`src/rtl/scpu_pkg.sv`:
```
// Shared definitions for the single-cycle core: memory-op encoding used by the
// control decoder and the load/store unit, plus the LSU state type.
package scpu_pkg;

    localparam int XLEN = 32;

    localparam logic [2:0] MOP_B  = 3'b000;
    localparam logic [2:0] MOP_H  = 3'b001;
    localparam logic [2:0] MOP_W  = 3'b010;
    localparam logic [2:0] MOP_BU = 3'b100;
    localparam logic [2:0] MOP_HU = 3'b101;

    typedef enum logic [1:0] {
        LSU_IDLE,
        LSU_REQ,
        LSU_WAIT,
        LSU_DONE
    } lsu_state_t;

    // Unsigned variants only exist for loads; 011/110/111 are unused encodings.
    function automatic logic mop_illegal(input logic write, input logic [2:0] op);
        return (op == 3'b011) || (op[2:1] == 2'b11) || (write && op[2]);
    endfunction

endpackage

```
`src/rtl/scpu_lsu_align.sv`:
```
// Combinational datapath for the LSU: store lane steering and byte enables,
// load shift/extension, and the misalignment / illegal-op check.
module scpu_lsu_align
    import scpu_pkg::*;
(
    input  logic            write,
    input  logic [2:0]      op,
    input  logic [1:0]      addr_lo,
    input  logic [XLEN-1:0] wdata,
    input  logic [XLEN-1:0] rdata,
    output logic            err,
    output logic [XLEN-1:0] st_data,
    output logic [3:0]      st_mask,
    output logic [XLEN-1:0] ld_data
);

    logic            misaligned;
    logic [XLEN-1:0] shifted;

    // NOTE: every always_comb output gets a default first so no path infers a latch.
    always_comb begin
        misaligned = 1'b0;
        if (op[1:0] == 2'b01) begin
            misaligned = addr_lo[0];
        end else if (op[1:0] == 2'b10) begin
            misaligned = (addr_lo != 2'b00);
        end
        err = mop_illegal(write, op) || misaligned;
    end

    always_comb begin
        st_data = wdata;
        st_mask = 4'b1111;
        case (op[1:0])
            2'b00: begin
                st_data = {24'b0, wdata[7:0]} << {addr_lo, 3'b000};
                st_mask = 4'b0001 << addr_lo;
            end
            2'b01: begin
                st_data = addr_lo[1] ? {wdata[15:0], 16'b0} : {16'b0, wdata[15:0]};
                st_mask = addr_lo[1] ? 4'b1100 : 4'b0011;
            end
            default: ;
        endcase
    end

    assign shifted = rdata >> {addr_lo, 3'b000};

    always_comb begin
        ld_data = rdata;
        case (op)
            MOP_B:   ld_data = {{24{shifted[7]}}, shifted[7:0]};
            MOP_BU:  ld_data = {24'b0, shifted[7:0]};
            MOP_H:   ld_data = {{16{shifted[15]}}, shifted[15:0]};
            MOP_HU:  ld_data = {16'b0, shifted[15:0]};
            default: ;
        endcase
    end

endmodule

```
`src/rtl/scpu_lsu.sv`:
```
// Load/store unit: accepts one memory op from execute, runs it on a
// valid/ready word bus and returns extended load data or a store acknowledge.
module scpu_lsu
    import scpu_pkg::*;
(
    input  logic            clk,
    input  logic            rst,
    input  logic            req_valid,
    output logic            req_ready,
    input  logic            req_write,
    input  logic [2:0]      req_op,
    input  logic [XLEN-1:0] req_addr,
    input  logic [XLEN-1:0] req_wdata,
    output logic            resp_valid,
    output logic [XLEN-1:0] resp_rdata,
    output logic            resp_err,
    output logic            mem_req_valid,
    input  logic            mem_req_ready,
    output logic            mem_we,
    output logic [XLEN-1:0] mem_addr,
    output logic [XLEN-1:0] mem_wdata,
    output logic [3:0]      mem_wmask,
    input  logic            mem_resp_valid,
    input  logic [XLEN-1:0] mem_rdata
);

    lsu_state_t      state;
    logic            idle;
    logic            r_write;
    logic [2:0]      r_op;
    logic [1:0]      r_addr_lo;

    logic            a_write;
    logic [2:0]      a_op;
    logic [1:0]      a_addr_lo;
    logic            a_err;
    logic [XLEN-1:0] a_st_data;
    logic [3:0]      a_st_mask;
    logic [XLEN-1:0] a_ld_data;

    assign idle      = (state == LSU_IDLE);
    assign req_ready = idle;

    // The aligner sees the incoming request while idle and the latched one afterwards.
    assign a_write   = idle ? req_write     : r_write;
    assign a_op      = idle ? req_op        : r_op;
    assign a_addr_lo = idle ? req_addr[1:0] : r_addr_lo;

    scpu_lsu_align u_align (
        .write   (a_write),
        .op      (a_op),
        .addr_lo (a_addr_lo),
        .wdata   (req_wdata),
        .rdata   (mem_rdata),
        .err     (a_err),
        .st_data (a_st_data),
        .st_mask (a_st_mask),
        .ld_data (a_ld_data)
    );

    // NOTE: sequential state uses non-blocking assignments only, so every register
    // samples pre-edge values regardless of statement order.
    always_ff @(posedge clk) begin
        if (rst) begin
            state         <= LSU_IDLE;
            r_write       <= 1'b0;
            r_op          <= MOP_B;
            r_addr_lo     <= 2'b00;
            mem_req_valid <= 1'b0;
            mem_we        <= 1'b0;
            mem_addr      <= '0;
            mem_wdata     <= '0;
            mem_wmask     <= 4'b0000;
            resp_valid    <= 1'b0;
            resp_rdata    <= '0;
            resp_err      <= 1'b0;
        end else begin
            case (state)
                LSU_IDLE: begin
                    if (req_valid) begin
                        r_write    <= req_write;
                        r_op       <= req_op;
                        r_addr_lo  <= req_addr[1:0];
                        mem_addr   <= {req_addr[XLEN-1:2], 2'b00};
                        mem_we     <= req_write;
                        mem_wdata  <= req_write ? a_st_data : '0;
                        mem_wmask  <= req_write ? a_st_mask : 4'b0000;
                        resp_rdata <= '0;
                        resp_err   <= a_err;
                        if (a_err) begin
                            resp_valid <= 1'b1;
                            state      <= LSU_DONE;
                        end else begin
                            mem_req_valid <= 1'b1;
                            state         <= LSU_REQ;
                        end
                    end
                end
                LSU_REQ: begin
                    if (mem_req_ready) begin
                        mem_req_valid <= 1'b0;
                        state         <= LSU_WAIT;
                    end
                end
                LSU_WAIT: begin
                    if (mem_resp_valid) begin
                        if (!r_write) begin
                            resp_rdata <= a_ld_data;
                        end
                        resp_valid <= 1'b1;
                        state      <= LSU_DONE;
                    end
                end
                LSU_DONE: begin
                    resp_valid <= 1'b0;
                    state      <= LSU_IDLE;
                end
                default: state <= LSU_IDLE;
            endcase
        end
    end

endmodule

```
`config.mk`:
```
export PLATFORM = sky130hd
export DESIGN_NAME = scpu_lsu
export DESIGN_NICKNAME = d
export VERILOG_FILES = /design/src/rtl/scpu_pkg.sv /design/src/rtl/scpu_lsu_align.sv /design/src/rtl/scpu_lsu.sv
export SDC_FILE = /design/constraint.sdc
export NUM_CORES = 1
export LEC_CHECK = 0
export ABC_AREA = 0
export BUFFER_PORTS_ARGS = -buffer_cell sky130_fd_sc_hd__buf_2
export CAP_MARGIN = 20
export CORE_UTILIZATION = 40
export DETAILED_ROUTE_END_ITERATION = 10
export PLACE_DENSITY = 0.71
export REMOVE_ABC_BUFFERS = 1
export SYNTH_ARGS = -nofsm -noshare
export SYNTH_HDL_FRONTEND = slang
export SYNTH_SLANG_ARGS = --single-unit
```
`constraint.sdc`:
```
create_clock -name clk -period 2.7 [get_ports clk]
set_input_delay 0.135 -clock clk [delete_from_list [all_inputs] [get_ports clk]]
set_output_delay 0.135 -clock clk [all_outputs]
set_load 0.01 [all_outputs]
```
==> flow_summary.ini, run 1 <==
[critical_path]
path_cells = inv_1 -> ha_1 -> buf_4 -> mux2_4 -> a2111oi_4 -> nor2_4 -> buf_4 -> o211ai_1
endpoint_kind = flop
critPathLaunchType = flop
r2r_start = state[0]$_SDFFE_PP0P_
worst_path_largest_cell_delay_ps = 690
critical_path.max_fanout = 19
critPathSlowestCell = a2111oi_4
crit_start = state[0]$_SDFFE_PP0P_
cpMostUsedCell = buf_4
required_ps = 2970
crit_type = flop to flop
crit_arrival_ps = 2770

[grt]
grt_pass1_vias = 4901
grt_overflow = 0
grt_max_degree = 65
antenna_found_initial = 2
grt_pass1_wl_um = 24670
grt.total_usage = 0.2383

[min_path]
hold_class = primary input to flop
holdCritStartpoint = req_addr[23]

[detailed_routing]
route.vias.total = 5248
remaining_drc_errors = 0
postRouteAntennaNets = 0
drt_iter0_markers = 509
first_pass_iters = 5
drt_wl_total_um = 16080
drt-wirelength-per-cell_um = 16.41
viasPerCell = 5.355

[layout]
fin_area_um2 = 6701
layout.cells.non_filler = 980
final_nets = 912
drive_gt1_frac = 0.3470
fillers = 1259
area_growth_pct = 29.18

[die]
rows = 41
fp.dieH_um = 115.9
die_w_um = 115.9
pin_count = 210
start_util = 0.4111
die-area_um2 = 13430
core_um2 = 12620

[clock_tree]
cts_setup_buffers = 0
cts_inserted_buffers = 9
cts_root_buffer = clkbuf_16
hold_buffers = 4
cts_sinks = 109
path_clk_slew_ps = 80
cts_max_path_buffers = 2
insertion_delay_ps = 350
cts_tree = yes
post_cts_resized = 0
cts.htree.levels = 3

[sta]
rsz0062_at_grt = no
fmax_ghz = 0.4009
max_slew_margin = 0.5243
tightestPinTransition_ps = 713.5
post-route-period-util = 0.9239
fin_crit_ps = 2495
setup_viol = 0
fin_skew_ps = 6.252
final_hold_viol_count = 0
drv_slew = 0

[job]
maxCapViolations = 0

[power]
max-vdd-ir-drop_v = 0.0006393
powerDensity_nw_per_um2 = 892.1
leakage_uw = 0.003057

[yosys]
synth_area_um2 = 5187
synth_seq_area_share = 0.4206
syn_area_per_cell_um2 = 8.560
synth_flop_cell = dfxtp_1
synth_edf_count = 0
synthCells = 606
synthArstFlopShare = 0
synth_cell_types = 59
ys_ff_latch = 109
ys.warnings.count = 0

[place]
place_congestion = 0.8381
portBuffers = 207
hpwl_um = 11410
place_area_um2 = 6357
dpl.cell_count = 959

[run_status]
status = complete, no violations
path summary, 6_finish.rpt:
kind | end | slack [ps] | depth (start not counted)
worst max-delay path | resp_rdata[27]$_SDFFE_PP0P_ | 210 | 8
worst min-delay path | mem_addr[23]$_SDFFE_PP0P_ | 7 | 3
worst max register to register | resp_rdata[27]$_SDFFE_PP0P_ | 210 | 8
worst min register to register | resp_rdata[4]$_SDFFE_PP0P_ | 440 | 2
cells in the mapped netlist (2+ instances only):
cell type,n,area share
a211oi_1,2,0.0029
a211oi_4,3,0.012
a21oi_1,66,0.064
a21oi_2,2,0.0034
a221o_1,7,0.014
a222oi_1,8,0.015
a22o_1,8,0.014
a22oi_1,15,0.022
a2bb2oi_1,12,0.020
a311oi_1,2,0.0034
a32o_1,2,0.0039
and3_1,2,0.0024
buf_1,2,0.0014
buf_2,4,0.0039
buf_4,5,0.0072
buf_6,5,0.011
clkbuf_1,28,0.020
dfxtp_1,109,0.42
ha_1,5,0.012
inv_1,5,0.0036
mux2_2,10,0.022
mux2_4,2,0.0058
mux2i_1,13,0.025
nand2_1,138,0.10
nand2b_1,5,0.0060
nand3_1,2,0.0019
nand3b_1,2,0.0029
nor2_1,35,0.025
nor2b_1,5,0.0060
nor3_1,2,0.0019
nor3b_1,4,0.0058
o211ai_1,7,0.010
o211ai_2,10,0.024
o21ai_0,43,0.041
o221ai_1,7,0.012
or2_2,4,0.0048
or3_1,2,0.0024
or3b_2,2,0.0034
per-stage QoR:
step	hold WS [ps]	setup TNS, ps	util	setup slack [ps]	total power (uW)
2_1_floorplan	204.1	-42240	-	-833.4	3676
3_3_place_gp	371.6	0	0.5038	292.7	4615
3_5_place_dp	380.5	0	0.5038	216.5	4623
4_1_cts	0.6012	0	0.5308	202.6	5998
5_1_grt	6.889	0	0.5308	51.53	6361
6_report	7.214	0	0.5310	205.4	5978
critical path: cells and delay by family (launching register included):
| family | cells | cell delay, ps |
|---|---|---|
| compound gates | 2 | 890 |
| buf+inv | 3 | 520 |
| flops | 1 | 400 |
| mux | 1 | 330 |
| fa+ha+maj | 1 | 250 |
| simple gates | 1 | 20 |
cell usage in the layout (no fill, tap or decap), drive strengths merged, types with 7 or more instances in the layout:
master,count
a221o,7
o221ai,7
nor2,36
inv,7
a2bb2oi,12
clkbuf,11
a21oi,68
buf,225
o21ai,44
dfxtp,109
a222oi,8
mux2i,14
a22o,8
nand2,138
o211ai,17
mux2,13
a22oi,15
flip-flops by register name, indices dropped and copies added, names as in the netlist:
signal and cells:
r_op 3, mem_wdata 32, mem_addr 30, state 2
r_write 1, mem_req_valid 1, resp_err 1, resp_rdata 32
mem_wmask 4, resp_valid 1, r_addr_lo 2
cell families after synthesis:
group,synth area share
simple gates,0.1739
compound gates,0.2834
flops,0.4206
buf+inv,0.05017
mux,0.05909
fa+ha+maj,0.01206
other cells,0.0007229
power breakdown:
group | switching [uW] | internal [uW]
Sequential | 131 | 1820
Combinational | 1630 | 1040
Clock | 624 | 736
metal layers:
layer / up-vias / track usage / share of wire
met2: 217 / 0.3976 / 0.47
li1: 2560 / - / -
met5: - / 0 / 0.00050
met1: 2447 / 0.2879 / 0.42
met3: 22 / 0.08211 / 0.087
met4: 2 / 0.07436 / 0.016
final cells by class:
| class | instances | area [um^2] | area share |
|---|---|---|---|
| inverters | 5 | 18.77 | 0.002801 |
| flip-flops and latches | 109 | 2182 | 0.3256 |
| clock inverters | 5 | 68.82 | 0.01027 |
| repair buffers | 229 | 1224 | 0.1826 |
| clock buffers | 11 | 232.7 | 0.03473 |
| well taps | 172 | 215.2 | 0.03211 |
| multi-input cells | 448 | 2758 | 0.4115 |
| diodes | 1 | 2.502 | 0.0003734 |
Power figures use the tool's default switching activity.
==> run 2, diff against run 1 <==
- CORE_MARGIN: default -> 2
==> run 2 against run 1 <==
  * Clock-buffer cell count fell by 2
  * Fmax fell by 1.8%
  * First-iteration DRC count rose by 5.9%
  * Largest cell class unchanged
  * Critical endpoint is now resp_rdata[26]$_SDFFE_PP0P_
  * Highest routed layer unchanged
  * Sequential share of layout area rose by 0.10 points
  * Total power fell by 1.3%
==> flow_summary.ini, run 2 (synthesized netlist as in run 1, its figures left out) <==
[min_path]
holdPathEnd = mem_addr[6]$_SDFFE_PP0P_
hold_path_depth = 3
holdCritStartpoint = req_addr[6]
hold_class = primary input to flop

[layout]
final_cell_mix = 207 x buf_2, 137 x nand2_1, 109 x dfxtp_1
layout_commonest_cell = buf_2
fillers = 1266
drive_gt1_frac = 0.3462
fin_util = 0.5293
layout.cells.non_filler = 976
final_nets = 909
area_growth_pct = 28.77
largest_registers = mem_wdata (32), resp_rdata (32), mem_addr (30)

[grt]
antenna_found_initial = 3
grt.total_usage = 0.2324
grt_max_degree = 40
grt_pass1_vias = 5013
grt_overflow = 0
grt_pass1_wl_um = 26190

[job]
maxCapViolations = 0

[sta]
setup_viol = 0
final_hold_viol_count = 0
fin_skew_ps = 9.616
post-route-period-util = 0.9404
tightestPinTransition_ps = 703.6
drv_slew = 0
max_slew_margin = 0.5309
fmax_ghz = 0.3938
fin_crit_ps = 2539
rsz0062_at_grt = no

[power]
powerDensity_nw_per_um2 = 883.0
max-vdd-ir-drop_v = 0.0004888
leakage_uw = 0.003046

[detailed_routing]
remaining_drc_errors = 0
postRouteAntennaNets = 0
drt_wl_total_um = 16260
first_pass_iters = 6
drt-wirelength-per-cell_um = 16.66
route.vias.total = 5229
drt_iter0_markers = 539
viasPerCell = 5.358

[place]
portBuffers = 207
place_congestion = 0.8932
dpl.cell_count = 956
hpwl_um = 12000

[clock_tree]
path_clk_slew_ps = 70
cts_inserted_buffers = 9
cts_max_path_buffers = 2
cts_sinks = 109
cts_root_buffer = clkbuf_16
cts_setup_buffers = 0
insertion_delay_ps = 350
cts_tree = yes
cts.htree.levels = 3

[die]
fp.dieH_um = 117.9
die_w_um = 117.9
rows = 41
die-area_um2 = 13900
start_util = 0.4111
pin_count = 210
core_um2 = 12620

[critical_path]
r2r_start = state[0]$_SDFFE_PP0P_
r2r-end = resp_rdata[26]$_SDFFE_PP0P_
rr_worst_depth = 8
r2r_setup_slack_ps = 160
critical_path.max_fanout = 25
required_ps = 2970
crit_type = flop to flop
endpoint_kind = flop
crit_arrival_ps = 2810
critPathLaunchType = flop

[run_status]
status = complete, no violations
-- run 2: how the worst max path moves through the flow --
stage / from / to / slack (ps) / depth (start not counted)
detailed placement: state[0]$_SDFFE_PP0P_ / resp_rdata[26]$_SDFFE_PP0P_ / 150 / 8
global route: state[0]$_SDFFE_PP0P_ / mem_wdata[20]$_SDFFE_PP0P_ / 1 / 8
finish: state[0]$_SDFFE_PP0P_ / resp_rdata[26]$_SDFFE_PP0P_ / 160 / 8
CTS: state[0]$_SDFFE_PP0P_ / resp_rdata[26]$_SDFFE_PP0P_ / 120 / 8
floorplan: state[0]$_SDFFE_PP0P_ / resp_rdata[23]$_SDFFE_PP0P_ / -830 / 7
global placement: state[0]$_SDFFE_PP0P_ / resp_rdata[24]$_SDFFE_PP0P_ / 210 / 8
-- run 2: where the power goes --
group | switching, uW | internal [uW]
clock | 634 | 640
combinational | 1630 | 1040
sequential | 133 | 1820
total | 2400 | 3500
-- run 2: layout make-up --
type / count / area, um^2 / area share
Sequential cell: 109 / 2182 / 0.3267
Tap cell: 172 / 215.2 / 0.03222
Antenna cell: 1 / 2.502 / 0.0003746
Multi-Input combinational cell: 448 / 2758 / 0.4128
Clock buffer: 9 / 225.2 / 0.03371
Clock inverter: 6 / 52.55 / 0.007867
Timing Repair Buffer: 226 / 1226 / 0.1836
Inverter: 5 / 18.77 / 0.002810
-- run 2: timing repair --
item	4_1_cts	5_1_grt
resized for setup	0	0
hold buffers	4	0
endpoints found under the hold margin	4	0
setup endpoints to repair	0	17
-- run 2: critical path, stage by stage (launching register included) --
cell and delay [ps]:
dfxtp_1 410, inv_1 90, ha_1 240, buf_12 170, mux2_4 290, nand2_1 120, a2111oi_4 660, nor2_4 230
o211ai_1 230
-- run 2: metrics by stage --
step | total power, uW | setup TNS, ps | area (um^2) | setup slack [ps] | hold slack [ps]
final | 5899 | 0 | 6680 | 160.8 | 11.25
after CTS | 5926 | 0 | 6678 | 121.6 | 0.1164
after floorplan | 3676 | -42240 | 4950 | -833.4 | 204.1
after global routing | 6281 | 0 | 6678 | 1.482 | 9.036
after detailed placement | 4642 | 0 | 6360 | 148.0 | 381.2
after global placement | 4623 | 0 | 6360 | 206.4 | 374.7
-- run 2: layer usage --
layer | track usage | vias to the layer above | part of all wire
met5 | 0 | - | 0.00068
met4 | 0.07530 | 2 | 0.017
met3 | 0.07461 | 21 | 0.097
met2 | 0.3801 | 254 | 0.46
met1 | 0.2898 | 2392 | 0.42
li1 | - | 2560 | -
==> run 3, diff against run 2 <==
- CELL_PAD_IN_SITES_DETAIL_PLACEMENT: default -> 0
- CELL_PAD_IN_SITES_GLOBAL_PLACEMENT: default -> 1
- CORE_UTILIZATION: 40 -> 35
- PLACE_DENSITY: 0.71 -> 0.84
==> run 3 against run 2 <==
  * Routed wire length increased by 3.9%
  * Utilization is 5.9 points lower
  * Final cell count grew 3.0%
  * Non-clock buffer count grew 17
  * Setup slack improved by 110 ps
  * Critical path depth decreased by 1
  * Global-route usage decreased by 2.2 points
  * Clock skew fell by 1.0 ps
  * First-iteration DRC count decreased by 16%
  * Sequential cell count is the same
  * Largest power group unchanged
  * Highest routed layer is now met4
==> flow_summary.ini, run 3 (synthesized netlist as in run 1, its figures left out) <==
[clock_tree]
cts_sinks = 109
cts_inserted_buffers = 9
insertion_delay_ps = 360
cts_tree = yes
cts_setup_buffers = 0
cts.htree.levels = 3
cts_max_path_buffers = 2
path_clk_slew_ps = 80
cts_root_buffer = clkbuf_16

[detailed_routing]
remaining_drc_errors = 0
drt-wirelength-per-cell_um = 16.81
first_pass_iters = 5
drt_iter0_markers = 452
postRouteAntennaNets = 0
viasPerCell = 5.268
drt_wl_total_um = 16900
route.vias.total = 5294

[min_path]
hold_path_depth = 3
hold_class = primary input to flop
holdPathEnd = mem_addr[13]$_SDFFE_PP0P_
holdCritStartpoint = req_addr[13]

[sta]
rsz0062_at_grt = no
drv_slew = 0
setup_viol = 0
fin_skew_ps = 8.575
tightestPinTransition_ps = 619.6
final.setup.tns_ps = 0
post-route-period-util = 0.8989
fin_crit_ps = 2427
max_slew_margin = 0.5870
timing.hold.ws_ps = 12.54
fmax_ghz = 0.4120
final_hold_viol_count = 0

[critical_path]
endpoint_kind = flop
r2r_setup_slack_ps = 270
critPathSlowestCell = a211oi_4
required_ps = 2990
critical_path.max_fanout = 9
rr_worst_depth = 7
r2r-end = mem_wdata[21]$_SDFFE_PP0P_
crit_arrival_ps = 2720
critPathLaunchType = flop
r2r_start = state[0]$_SDFFE_PP0P_
crit_type = flop to flop
path_cells = inv_1 -> ha_2 -> or3b_1 -> and2_0 -> a211oi_4 -> a222oi_1 -> nor2_1
worst_path_largest_cell_delay_ps = 540

[job]
maxCapViolations = 0

[power]
p_sw_uw = 2417
powerDensity_nw_per_um2 = 869.9
leakage_uw = 0.003108
internal-power_uw = 3531
seq_power_share = 0.328
swShare = 0.4064
combPwrFrac = 0.454
clkPwrFrac = 0.218
total_power_uw = 5948
max-vdd-ir-drop_v = 0.0004865

[die]
die-area_um2 = 15810
start_util = 0.3569
pin_count = 210
die_w_um = 125.7
rows = 44
fp.dieH_um = 125.7
core_um2 = 14530

[layout]
antenna_cells = 0
drive_gt1_frac = 0.3447
fillers = 1456
layout_commonest_cell = buf_2
area.sequential_um2 = 2182
final_nets = 926
final_cell_mix = 207 x buf_2, 137 x nand2_1, 109 x dfxtp_1
area_growth_pct = 31.81
fin_util = 0.4705
multiInputGateArea_um2 = 2760
largest_registers = mem_wdata (32), resp_rdata (32), mem_addr (30)

[grt]
grt_pass1_vias = 5026
grt.total_usage = 0.2101
antenna_found_initial = 0
grt_overflow = 0
grt_pass1_wl_um = 26840
grt_max_degree = 40

[run_status]
status = complete, no violations

[place]
hpwl_um = 12400
place_congestion = 0.8217
portBuffers = 207
run 3: per-layer routing:
metal,GRT usage,part of all wire,wire (um)
met1,0.2663,0.43,7269
met2,0.3402,0.46,7745
met3,0.08156,0.096,1627
met4,0.04783,0.015,255
met5,0,0,0
run 3: area by class of cell:
class	instances	area share
Clock buffer	10	0.03349
Clock inverter	6	0.008234
Inverter	5	0.002745
Multi-Input combinational cell	448	0.4037
Sequential cell	109	0.3191
Tap cell	184	0.03367
Timing Repair Buffer	243	0.1991
run 3: worst max-delay path: cells and delay by family, from the launching register on:
kind / cells / cell delay [ps]
and+or+nand+nor: 3 / 930
AOI/OAI and AO/OA: 2 / 700
DFF: 1 / 400
adders and majority gates: 1 / 260
buffers and inverters: 1 / 90
run 3: metrics by stage:
| stage | instance area, um^2 | worst slack, ps | instances |
|---|---|---|---|
| finish | 6838 | 273.0 | 1005 |
| global route | 6838 | 71.22 | 1005 |
| CTS | 6835 | 202.3 | 1005 |
| detailed placement | 6380 | 220.6 | 972 |
| global placement | 6380 | 278.2 | 972 |
| floorplan | 4950 | -833.4 | 562 |
run 3: worst max-delay path by stage:
stage                           from                           to  depth (start not counted)
3_5_place_dp   state[0]$_SDFFE_PP0P_   mem_wdata[21]$_SDFFE_PP0P_                          7
2_1_floorplan  state[0]$_SDFFE_PP0P_  resp_rdata[23]$_SDFFE_PP0P_                          7
5_1_grt        state[1]$_SDFFE_PP0P_   mem_wdata[28]$_SDFFE_PP0P_                          8
3_3_place_gp   state[0]$_SDFFE_PP0P_   mem_wdata[16]$_SDFFE_PP0P_                          7
6_report       state[0]$_SDFFE_PP0P_   mem_wdata[21]$_SDFFE_PP0P_                          7
4_1_cts        state[0]$_SDFFE_PP0P_   mem_wdata[21]$_SDFFE_PP0P_                          7
run 3: timing repair:
item                                    CTS  global route
endpoints found under the setup margin    0             2
hold buffers                             17             0
gates resized for setup                   0             1
hold endpoints to repair                 17             0
run 3: power groups by stage:
stage	Clock (uW)	Sequential (uW)	Combinational, uW
floorplan	0	2060	1620
global route	1390	1980	2980
global placement	0	1980	2670
finish	1300	1950	2700
detailed placement	0	1980	2670
CTS	1340	1950	2700
